===== src/rtl/bcd_pkg.sv =====
// Shared types and constants for the digit-serial BCD add/subtract controller.
package bcd_pkg;

  typedef enum logic [1:0] {
    IDLE = 2'd0,
    RUN  = 2'd1,
    DONE = 2'd2
  } state_t;

  localparam logic [3:0] BCD_MAX = 4'd9;
  localparam logic [3:0] BCD_ADJ = 4'd6;

  function automatic logic digit_ok(input logic [3:0] d);
    return (d <= BCD_MAX);
  endfunction

endpackage


===== src/rtl/bcd_digit_add.sv =====
// Single-digit BCD adder: x + y + ci with decimal adjust, shared across all digits.
module bcd_digit_add
  import bcd_pkg::*;
(
  input  logic [3:0] x,
  input  logic [3:0] y,
  input  logic       ci,
  output logic [3:0] s,
  output logic       co
);

  logic [4:0] sum_s;

  // Binary sum followed by decimal correction when the digit overflows 9.
  always_comb begin
    sum_s = {1'b0, x} + {1'b0, y} + {4'b0000, ci};
    if (sum_s > {1'b0, BCD_MAX}) begin
      s  = sum_s[3:0] + BCD_ADJ;
      co = 1'b1;
    end else begin
      s  = sum_s[3:0];
      co = 1'b0;
    end
  end

endmodule


===== src/rtl/bcd_serial_alu.sv =====
// Digit-serial BCD add/subtract controller: one digit per clock, LSD first,
// start/done handshake, operand validation and result assembly.
module bcd_serial_alu
  import bcd_pkg::*;
#(
  parameter int DIGITS = 4
) (
  input  logic                  clk,
  input  logic                  rst_n,
  input  logic                  start,
  input  logic                  op,
  input  logic [4*DIGITS-1:0]   a,
  input  logic [4*DIGITS-1:0]   b,
  output logic                  busy,
  output logic                  done,
  output logic [4*DIGITS-1:0]   result,
  output logic                  cout,
  output logic                  err
);

  localparam int W  = 4 * DIGITS;
  localparam int CW = (DIGITS > 1) ? $clog2(DIGITS) : 1;

  state_t          state_r, next_state_s;
  logic [W-1:0]    a_r, b_r, result_r;
  logic [CW-1:0]   cnt_r;
  logic            op_r, carry_r, cout_r, err_r, busy_r, done_r;
  logic            valid_s, last_s, co_s;
  logic [3:0]      y_s, digit_s;

  // Operand validation of the raw inputs, used only on the accepting cycle.
  always_comb begin
    valid_s = 1'b1;
    for (int i = 0; i < DIGITS; i++) begin
      valid_s = valid_s & digit_ok(a[4*i +: 4]) & digit_ok(b[4*i +: 4]);
    end
  end

  // Subtraction uses nine's complement of b plus an initial carry of one.
  always_comb begin
    y_s    = op_r ? (BCD_MAX - b_r[3:0]) : b_r[3:0];
    last_s = (cnt_r == CW'(DIGITS - 1));
  end

  bcd_digit_add u_digit_add (
    .x  (a_r[3:0]),
    .y  (y_s),
    .ci (carry_r),
    .s  (digit_s),
    .co (co_s)
  );

  // Next-state logic.
  always_comb begin
    next_state_s = state_r;
    case (state_r)
      IDLE: begin
        if (start) begin
          next_state_s = valid_s ? RUN : DONE;
        end else begin
          next_state_s = IDLE;
        end
      end
      RUN:     next_state_s = last_s ? DONE : RUN;
      DONE:    next_state_s = IDLE;
      default: next_state_s = IDLE;
    endcase
  end

  // State, datapath registers and registered handshake outputs.
  always_ff @(posedge clk) begin
    if (!rst_n) begin
      state_r  <= IDLE;
      a_r      <= '0;
      b_r      <= '0;
      result_r <= '0;
      cnt_r    <= '0;
      op_r     <= 1'b0;
      carry_r  <= 1'b0;
      cout_r   <= 1'b0;
      err_r    <= 1'b0;
      busy_r   <= 1'b0;
      done_r   <= 1'b0;
    end else begin
      state_r <= next_state_s;
      busy_r  <= (next_state_s == RUN);
      done_r  <= (next_state_s == DONE);
      case (state_r)
        IDLE: begin
          if (start) begin
            a_r      <= a;
            b_r      <= b;
            op_r     <= op;
            carry_r  <= op;
            cnt_r    <= '0;
            result_r <= '0;
            cout_r   <= 1'b0;
            err_r    <= ~valid_s;
          end
        end
        RUN: begin
          for (int i = 0; i < DIGITS; i++) begin
            if (cnt_r == CW'(i)) begin
              result_r[4*i +: 4] <= digit_s;
            end
          end
          carry_r <= co_s;
          a_r     <= a_r >> 3'd4;
          b_r     <= b_r >> 3'd4;
          cnt_r   <= last_s ? '0 : cnt_r + CW'(1);
          if (last_s) begin
            cout_r <= op_r ? ~co_s : co_s;
          end
        end
        default: begin
        end
      endcase
    end
  end

  assign busy   = busy_r;
  assign done   = done_r;
  assign result = result_r;
  assign cout   = cout_r;
  assign err    = err_r;

endmodule


===== config.mk =====
export PLATFORM = sky130hd
export DESIGN_NAME = bcd_serial_alu
export DESIGN_NICKNAME = d
export VERILOG_FILES = /design/src/rtl/bcd_pkg.sv /design/src/rtl/bcd_digit_add.sv /design/src/rtl/bcd_serial_alu.sv
export SDC_FILE = /design/constraint.sdc
export NUM_CORES = 1
export LEC_CHECK = 0
export ABC_CLOCK_PERIOD_IN_PS = 2800
export BUFFER_PORTS_ARGS = -buffer_cell sky130_fd_sc_hd__buf_2
export CAP_MARGIN = 20
export CELL_PAD_IN_SITES_DETAIL_PLACEMENT = 1
export CELL_PAD_IN_SITES_GLOBAL_PLACEMENT = 1
export CORE_ASPECT_RATIO = 0.8
export CORE_MARGIN = 3
export CORE_UTILIZATION = 40
export CTS_CLUSTER_DIAMETER = 150
export DETAILED_ROUTE_END_ITERATION = 16
export PLACE_DENSITY_LB_ADDON = 0.1
export SETUP_SLACK_MARGIN = 0.15
export SLEW_MARGIN = 10
export SYNTH_ARGS = -nofsm -noshare
export SYNTH_HDL_FRONTEND = slang
export SYNTH_SLANG_ARGS = --single-unit

===== constraint.sdc =====
create_clock -name clk -period 2.8 [get_ports clk]
set_input_delay 0 -clock clk [delete_from_list [all_inputs] [get_ports clk]]
set_output_delay 0 -clock clk [all_outputs]
set_load 0.02 [all_outputs]

==> flow_summary.json, run 1 <==
{
  "status": "complete, no violations",
  "wl_met3_um": 233,
  "postRouteAntennaNets": 0,
  "rows": 26,
  "cts_buffers": 9,
  "synth_seq_cells": 58,
  "multi_input_area_sq_um": 1550,
  "synth_edf_count": 0,
  "cpMaxStageDelayCell": "fa_2",
  "yosysSeqAreaShare_pct": 43.1,
  "vias_per_cell": 5.43,
  "p_clk_share_pct": 32.1,
  "htreeDepth": 3,
  "drtIter0Drc": 88,
  "die_w_um": 97.7,
  "combPwrFrac_pct": 24.4,
  "power_switching_uw": 585,
  "rsz0062_at_grt": "yes",
  "clkLatencyLatePin_ns": 0.33,
  "critPathKind": "reg -> reg",
  "relSlewSlack_pct": 44.1,
  "cts.sinks": 58,
  "setup_viol": 0,
  "grt-ovfl-total": 0,
  "syn_nets": 366,
  "port_buffers": 55,
  "swShare_pct": 28.5,
  "cp-start-kind": "flop",
  "fin_cells": 491,
  "placed_cells": 447,
  "synth.most_common_cell": "nand2_1",
  "post_drt_wl_per_cell_um": 17.7,
  "antenna_found_initial": 0,
  "fmax_mhz": 378,
  "path_clk_slew_ns": 0.06,
  "yosysTopAreaCell": "dfxtp_1",
  "cp-end-kind": "flop",
  "nets": 452,
  "fillers": 783,
  "globalRouteTotalUtil_pct": 22.2,
  "synth_flop_cell": "dfxtp_1",
  "dr.max_layer_used": "met4",
  "hpwl_um": 5500,
  "async_reset_ff_share_pct": 0,
  "synth_commonest_cells": "nand2_1 (59), dfxtp_1 (58), nand3_1 (26), nor2_1 (23), o21ai_0 (20)",
  "worstMarginPinSlew_ns": 0.835,
  "sequentialPowerShare_pct": 43.5,
  "finalCriticalPeriod_ns": 2.65,
  "post_route_cells_drive_above_1_share_pct": 27.3,
  "fin_util_pct": 56.5,
  "grt_max_degree": 46,
  "area.growth.synth_to_final_pct": 35.2,
  "dr.pass1.iters": 4,
  "p_int_uw": 1470,
  "register_area_sq_um": 1160,
  "crit_required_ns": 3.02,
  "cp_max_fo": 4,
  "wl_met1_um": 3980,
  "synth_area_leaders": "dfxtp_1 (43%), nand2_1 (8.2%), nand3_1 (4.8%)",
  "finalMaxSlewViolations": 0,
  "arrival_ns": 2.87,
  "final-hold-violation-count": 0,
  "pin_count": 56,
  "avgSynthCellArea_sq_um": 8.44,
  "start_util_pct": 41.8,
  "power_leakage_uw": 0.00166,
  "routed_wl_um": 8670,
  "wl_met2_um": 4390,
  "critPathMaxStageDelay_ns": 0.46,
  "core_area_sq_um": 6440,
  "synth_cells": 319,
  "fp.dieArea_sq_um": 7760,
  "cts_buffer_depth": 2,
  "synth_cell_types": 38,
  "place_congestion": 0.771,
  "cts_root_buf": "clkbuf_8",
  "dieHeight_um": 79.4,
  "power_density_nw_per_um2": 564,
  "yosysTopAreaCellShare_pct": 43.1,
  "vdd_drop_max_mv": 0.310,
  "crit_family": "adder cells",
  "drc_errors": 0,
  "antenna_cells": 0,
  "grt_pass1_wl_um": 13500,
  "crit_chain": "xnor2_2 > fa_2 > inv_2 > fa_2 > inv_2 > ha_4 > a22oi_2 > a31oi_4 > buf_6 > nor4_2 > a211o_1",
  "hp-class": "in -> reg",
  "cts_tree": "done",
  "crit_buf_inv": 3,
  "grt_pass1_vias": 2717,
  "synthesis.area_sq_um": 2690,
  "yosys_warnings": 0,
  "cap_violations": 0,
  "fin_setup_tns_ns": 0,
  "finalClockSkew_ns": 0.00415,
  "fin_crit_sh_pct": 94.5,
  "vias": 2668
}
[cells by family (layout without fill, tap and decap cells)]
kind of cell               count (synthesis)  after routing  share of synthesized area, %
buffers and inverters                     28            116                          4.09
muxes                                      2              2                         0.790
xor gates and xnor gates                   4              4                          1.30
adders and majority gates                 11             11                          5.67
DFF                                       58             58                          43.1
AOI/OAI and AO/OA                         79             79                          21.8
and+or+nand+nor                          137            137                          23.2
[flip-flops by register name, summed over array words and instances, names as in the netlist]
signal,flops
state_r,2
b_r,16
result,16
cout,1
a_r,16
done,1
cnt_r,2
err,1
carry_r,1
op_r,1
busy,1
[through the flow]
| step | total power (uW) | setup WS [ns] | cell area [sq um] | hold WS (ns) |
|---|---|---|---|---|
| 2_1_floorplan | 1120 | 0.205 | 2690 | 0.148 |
| 3_3_place_gp | 1220 | 0.125 | 3060 | 0.257 |
| 3_5_place_dp | 1230 | -0.0427 | 3060 | 0.266 |
| 4_1_cts | 1970 | 0.136 | 3490 | 0.00743 |
| 5_1_grt | 2160 | 0.0338 | 3640 | 0.0347 |
| 6_report | 2050 | 0.153 | 3640 | 0.0169 |
[worst register-to-register path, delay by kind of cell (launching register included)]
kind / cells / cell delay, ns
AOI/OAI and AO/OA: 3 / 0.67
xor gates and xnor gates: 1 / 0.14
adders and majority gates: 3 / 1.01
buffers and inverters: 3 / 0.33
DFF: 1 / 0.33
and+or+nand+nor: 1 / 0.04
[worst paths after layout]
check                               start         to  slack [ns]  cells after the start
worst max-delay path                 op_r       cout        0.15                     11
worst min register to register  result[5]  result[5]        0.48                      2
worst min-delay path                 a[4]     a_r[4]        0.02                      4
worst max register to register       op_r       cout        0.15                     11
[layer usage]
metal  track usage [%]  vias to the layer above
li1                  -                     1300
met1              26.9                     1322
met2              39.0                       38
met3              6.72                        8
met4              5.26                        0
met5                 0                        -
[power groups by stage]
stage	logic [uW]	registers [uW]	clock network, uW
floorplan	218	907	0
global placement	311	906	0
detailed placement	322	907	0
CTS	400	889	676
global route	546	897	721
finish	502	892	659
[final cells by class]
| class | count | share of cell area [%] |
|---|---|---|
| clock buffers | 13 | 4.37 |
| inverters | 9 | 0.928 |
| multi-input cells | 233 | 42.5 |
| flip-flops and latches | 58 | 32.0 |
| well taps | 84 | 2.89 |
| repair buffers | 94 | 17.4 |
[repair_timing]
| item | CTS | global route |
|---|---|---|
| buffers inserted | 4 | 6 |
| resized for setup | 9 | 26 |
| endpoints found under the hold margin | 21 | 0 |
| hold buffers | 21 | 0 |
| endpoints found under the setup margin | 12 | 14 |
| pin swaps | 5 | 11 |
[layout by cell type, fill, tap and decap left out, drive strengths merged, types with 2 or more instances in the layout]
cell and count:
buf 73, nand2 59, dfxtp 58, nand3 26
nor2 23, dlygate4sd3 21, o21ai 21, nor2b 13
a22oi 13, clkbuf 13, a311oi 12, o211a 12
inv 9, ha 9, a21oi 6, nand2b 5
xnor2 4, nand4 3, a21o 3, o31ai 3
a31oi 3, o21a 2, fa 2, or3 2
nor4 2
(Power assumes the default switching activity.)
==> inputs of run 2 (changes only) <==
Settings changed: CORE_ASPECT_RATIO 0.8 to default.
==> run 2 against run 1 <==
  * Utilization increased by 0.89 points
  * Global-route usage up 0.52 points
  * Wire length is 1.4% lower
  * Die area is essentially flat
  * Sequential share of layout area down 0.33 points
  * Largest power group unchanged
==> flow_summary.json, run 2 (synthesis results as in run 1) <==
{
  "status": "complete, no violations",
  "worstMarginPinSlew_ns": 0.803,
  "pre_cts_ws_ns": -0.0216,
  "arrival_ns": 2.92,
  "fmax_mhz": 376,
  "min-delay-start": "a[11]",
  "port_buffers": 55,
  "cp_max_fo": 4,
  "pin_count": 56,
  "cp-start-kind": "flop",
  "vias_per_cell": 5.46,
  "finalMaxSlewViolations": 0,
  "power_leakage_uw": 0.00168,
  "drc_errors": 0,
  "grt-ovfl-total": 0,
  "rr_startpoint": "op_r",
  "rows": 29,
  "fp.dieArea_sq_um": 7750,
  "crit_path_start": "op_r",
  "hp-class": "in -> reg",
  "post_route_cells_drive_above_1_share_pct": 27.6,
  "p_total_uw": 2190,
  "cts_buffers": 9,
  "mostFrequentLayoutCell": "nand2_1",
  "fin_crit_sh_pct": 95.1,
  "cts_tree": "done",
  "finalClockSkew_ns": 0.00662,
  "cap_violations": 0,
  "dr.pass1.iters": 4,
  "cts_buffer_depth": 2,
  "rsz0062_at_grt": "yes",
  "post_drt_wl_per_cell_um": 17.6,
  "antenna_found_initial": 0,
  "vdd_drop_max_mv": 0.273,
  "rr_worst_depth": 10,
  "postRouteAntennaNets": 0,
  "dieHeight_um": 88.0,
  "start_util_pct": 41.9,
  "crit_required_ns": 3.06,
  "drtIter0Drc": 108,
  "core_area_sq_um": 6420,
  "path_clk_slew_ns": 0.06,
  "power_density_nw_per_um2": 595,
  "place_congestion": 0.768,
  "cts.sinks": 58,
  "relSlewSlack_pct": 46.4,
  "setup_viol": 0,
  "grt_pass1_wl_um": 13200,
  "hpwl_um": 5550,
  "routed_wl_um": 8550,
  "die_w_um": 88.0,
  "clkLatencyLatePin_ns": 0.34,
  "fin_ws_ns": 0.138,
  "grt_pass1_vias": 2626,
  "nets": 451,
  "cts_root_buf": "clkbuf_8",
  "antenna_cells": 0,
  "layout_common_cells": "nand2_1 (59), buf_2 (55), dfxtp_1 (54)",
  "grt_max_degree": 46,
  "r2r_end": "result[13]",
  "rrSetupSlack_ns": 0.14,
  "vias": 2654,
  "finalCriticalPeriod_ns": 2.66,
  "htreeDepth": 3,
  "cp-end-kind": "flop",
  "critPathKind": "reg -> reg",
  "area.growth.synth_to_final_pct": 36.9,
  "globalRouteTotalUtil_pct": 22.7,
  "final-hold-violation-count": 0,
  "cp-endpoint": "result[13]"
}
run 2: area by class of cell:
type	instances	area [sq um]
multi-input combinational	233	1560
inverter	9	36.3
sequential	58	1170
fill	767	2740
clock buffer	15	196
timing repair buffer	93	626
tap	77	96.3
clock inverter	1	5.00
run 2: timing repair:
action | 4_1_cts | 5_1_grt
endpoints found under the setup margin | 12 | 14
pin swaps | 1 | 13
endpoints found under the hold margin | 23 | 0
setup buffers | 1 | 6
hold buffers | 23 | 0
gates resized for setup | 5 | 34
run 2: power breakdown:
part,switching (uW),internal (uW)
Clock,339,442
Combinational,265,254
Sequential,24.6,867
run 2: worst min-delay path by stage:
| stage | to | slack (ns) | cells past startpoint |
|---|---|---|---|
| after floorplan | a_r[15] | 0.15 | 2 |
| after global placement | a_r[15] | 0.25 | 3 |
| after detailed placement | a_r[15] | 0.27 | 3 |
| after CTS | a_r[2] | 0.009 | 4 |
| after global routing | a_r[11] | 0.04 | 4 |
| final | a_r[11] | 0.03 | 4 |
run 2: metrics by stage:
step | std cells | area [sq um] | util (%) | TNS (ns) | hold slack, ns
2_1_floorplan | 319 | 2690 | - | 0 | 0.148
3_3_place_gp | 440 | 3050 | 47.5 | 0 | 0.254
3_5_place_dp | 440 | 3050 | 47.5 | -0.0861 | 0.270
4_1_cts | 480 | 3510 | 54.6 | 0 | 0.00927
5_1_grt | 486 | 3690 | 57.4 | -0.0147 | 0.0404
6_report | 486 | 3690 | 57.4 | 0 | 0.0279
run 2: worst max-delay path: stages (launching register included):
cell and delay (ns):
dfxtp_2 0.34, xnor2_2 0.19, fa_2 0.25, inv_2 0.04, fa_2 0.59, inv_4 0.05, ha_4 0.15, a22oi_2 0.25
a31oi_4 0.16, or3_1 0.42, a31oi_1 0.13
run 2: metal layers:
metal,GRT usage (%),up-vias,part of all wire (%)
li1,-,1303,-
met1,28.9,1300,44
met2,38.4,41,51
met3,4.61,10,3.3
met4,7.83,0,0.96
met5,0,-,0
==> inputs of run 3 (changes only) <==
Settings changed: CORE_UTILIZATION 40 to 35, SETUP_SLACK_MARGIN 0.15 to 0.4.
==> run 3 against run 2 <==
  * Global-route usage is 2.9 points lower
  * Clock skew barely moved
  * Largest power group unchanged
  * Wire length shrank 5.2%
==> flow_summary.json, run 3 (synthesis results as in run 1) <==
{
  "port_buffers": 55,
  "hpwl_um": 5520,
  "finalClockSkew_ns": 0.00612,
  "grt_max_degree": 49,
  "fp.dieArea_sq_um": 8780,
  "pin_count": 56,
  "vdd_drop_max_mv": 0.283,
  "place_congestion": 0.816,
  "status": "complete, no violations",
  "arrival_ns": 2.79,
  "hp-class": "in -> reg",
  "cp-end-kind": "flop",
  "critPathKind": "reg -> reg",
  "cts_tree": "done",
  "cp-endpoint": "result[6]",
  "grt-ovfl-total": 0,
  "power_leakage_uw": 0.00165,
  "layout_common_cells": "nand2_1 (59), buf_2 (55), dfxtp_1 (54)",
  "vias_per_cell": 5.17,
  "rows": 31,
  "cap_violations": 0,
  "fin_setup_tns_ns": 0,
  "antenna_found_initial": 0,
  "nets": 448,
  "rr_startpoint": "op_r",
  "critPathMaxStageDelay_ns": 0.45,
  "crit_path_start": "op_r",
  "cts_root_buf": "clkbuf_8",
  "area.growth.synth_to_final_pct": 34.2,
  "dr.pass1.iters": 4,
  "antenna_cells": 0,
  "core_area_sq_um": 7370,
  "setup_viol": 0,
  "postRouteAntennaNets": 0,
  "power_density_nw_per_um2": 571,
  "drtIter0Drc": 78,
  "rrSetupSlack_ns": 0.28,
  "cpMaxStageDelayCell": "fa_2",
  "crit_buf_inv": 2,
  "start_util_pct": 36.5,
  "rr_worst_depth": 10,
  "worstSetupPathDepth": 10,
  "fmax_mhz": 396,
  "crit_required_ns": 3.07,
  "cts_buffers": 9,
  "die_w_um": 93.7,
  "mostFrequentLayoutCell": "nand2_1",
  "path_clk_slew_ns": 0.06,
  "fin_crit_sh_pct": 90.1,
  "crit_chain": "xnor2_2 > fa_2 > inv_2 > fa_2 > inv_2 > ha_4 > a22oi_2 > a31oi_4 > mux2_4 > o21ai_1",
  "drc_errors": 0,
  "finalMaxSlewViolations": 0,
  "hold_depth": 4,
  "cp-start-kind": "flop",
  "finalCriticalPeriod_ns": 2.52,
  "cts.sinks": 58,
  "cp_max_fo": 6,
  "cts_buffer_depth": 2,
  "routed_wl_um": 8100,
  "vias": 2606,
  "globalRouteTotalUtil_pct": 19.8,
  "post_route_cells_drive_above_1_share_pct": 26.4,
  "rsz0062_at_grt": "yes",
  "post_drt_wl_per_cell_um": 16.1,
  "r2r_end": "result[6]",
  "pre_cts_ws_ns": 0.143,
  "final-hold-violation-count": 0,
  "fin_ws_ns": 0.278,
  "grt_pass1_wl_um": 13500,
  "worstMarginPinSlew_ns": 0.734,
  "dieHeight_um": 93.7,
  "htreeDepth": 3,
  "clkLatencyLatePin_ns": 0.33,
  "relSlewSlack_pct": 50.9,
  "crit_family": "adder cells",
  "grt_pass1_vias": 2647
}
## run 3: worst min-delay path by stage
stage / start / end / slack [ns]
finish: a[4] / a_r[4] / 0.02
global route: a[0] / a_r[0] / 0.02
CTS: a[4] / a_r[4] / 0.004
detailed placement: b[15] / b_r[15] / 0.26
global placement: b[15] / b_r[15] / 0.26
floorplan: a[15] / a_r[15] / 0.15
## run 3: metrics by stage
| step | area [sq um] | instances | total power (uW) | hold WS [ns] | utilization (%) |
|---|---|---|---|---|---|
| floorplan | 2730 | 319 | 1150 | 0.148 | - |
| global placement | 3100 | 460 | 1250 | 0.258 | 42.1 |
| detailed placement | 3100 | 460 | 1260 | 0.264 | 42.1 |
| CTS | 3580 | 501 | 2060 | 0.00441 | 48.6 |
| global route | 3610 | 504 | 2180 | 0.0220 | 49.0 |
| finish | 3610 | 504 | 2060 | 0.0187 | 49.0 |
## run 3: worst reg2reg max path, stage by stage, from the launching register on
cell     delay, ns
dfxtp_4       0.36
xnor2_2       0.14
fa_2          0.35
inv_2         0.07
fa_2          0.45
inv_2         0.10
ha_4          0.13
a22oi_2       0.09
a31oi_4       0.31
mux2_4        0.37
o21ai_1       0.11
## run 3: power breakdown
| group | total [uW] | internal, uW | switching [uW] |
|---|---|---|---|
| registers | 893 | 867 | 26.4 |
| logic | 433 | 207 | 227 |
| clock network | 737 | 410 | 327 |
| total | 2060 | 1480 | 580 |
## run 3: final cells by class
| class | count | area (sq um) |
|---|---|---|
| timing repair buffer | 90 | 591 |
| fill | 886 | 3750 |
| sequential | 58 | 1170 |
| tap | 99 | 124 |
| clock buffer | 13 | 179 |
| multi-input combinational | 233 | 1510 |
| inverter | 9 | 33.8 |
| clock inverter | 2 | 10.0 |
## run 3: routing by layer
layer,GRT usage [%],part of all wire [%],vias up
li1,-,-,1291
met1,24.9,45,1253
met2,33.1,50,53
met3,5.21,3.7,9
met4,5.90,1.0,0
met5,0,0,-
## run 3: what timing repair did
item                                    4_1_cts  5_1_grt
gates resized for setup                      12        5
pin swaps                                     8        8
endpoints found under the hold margin        21        0
cloned                                        0        0
setup buffers                                 5        3
endpoints found under the setup margin       14       14
hold buffers                                 21        0
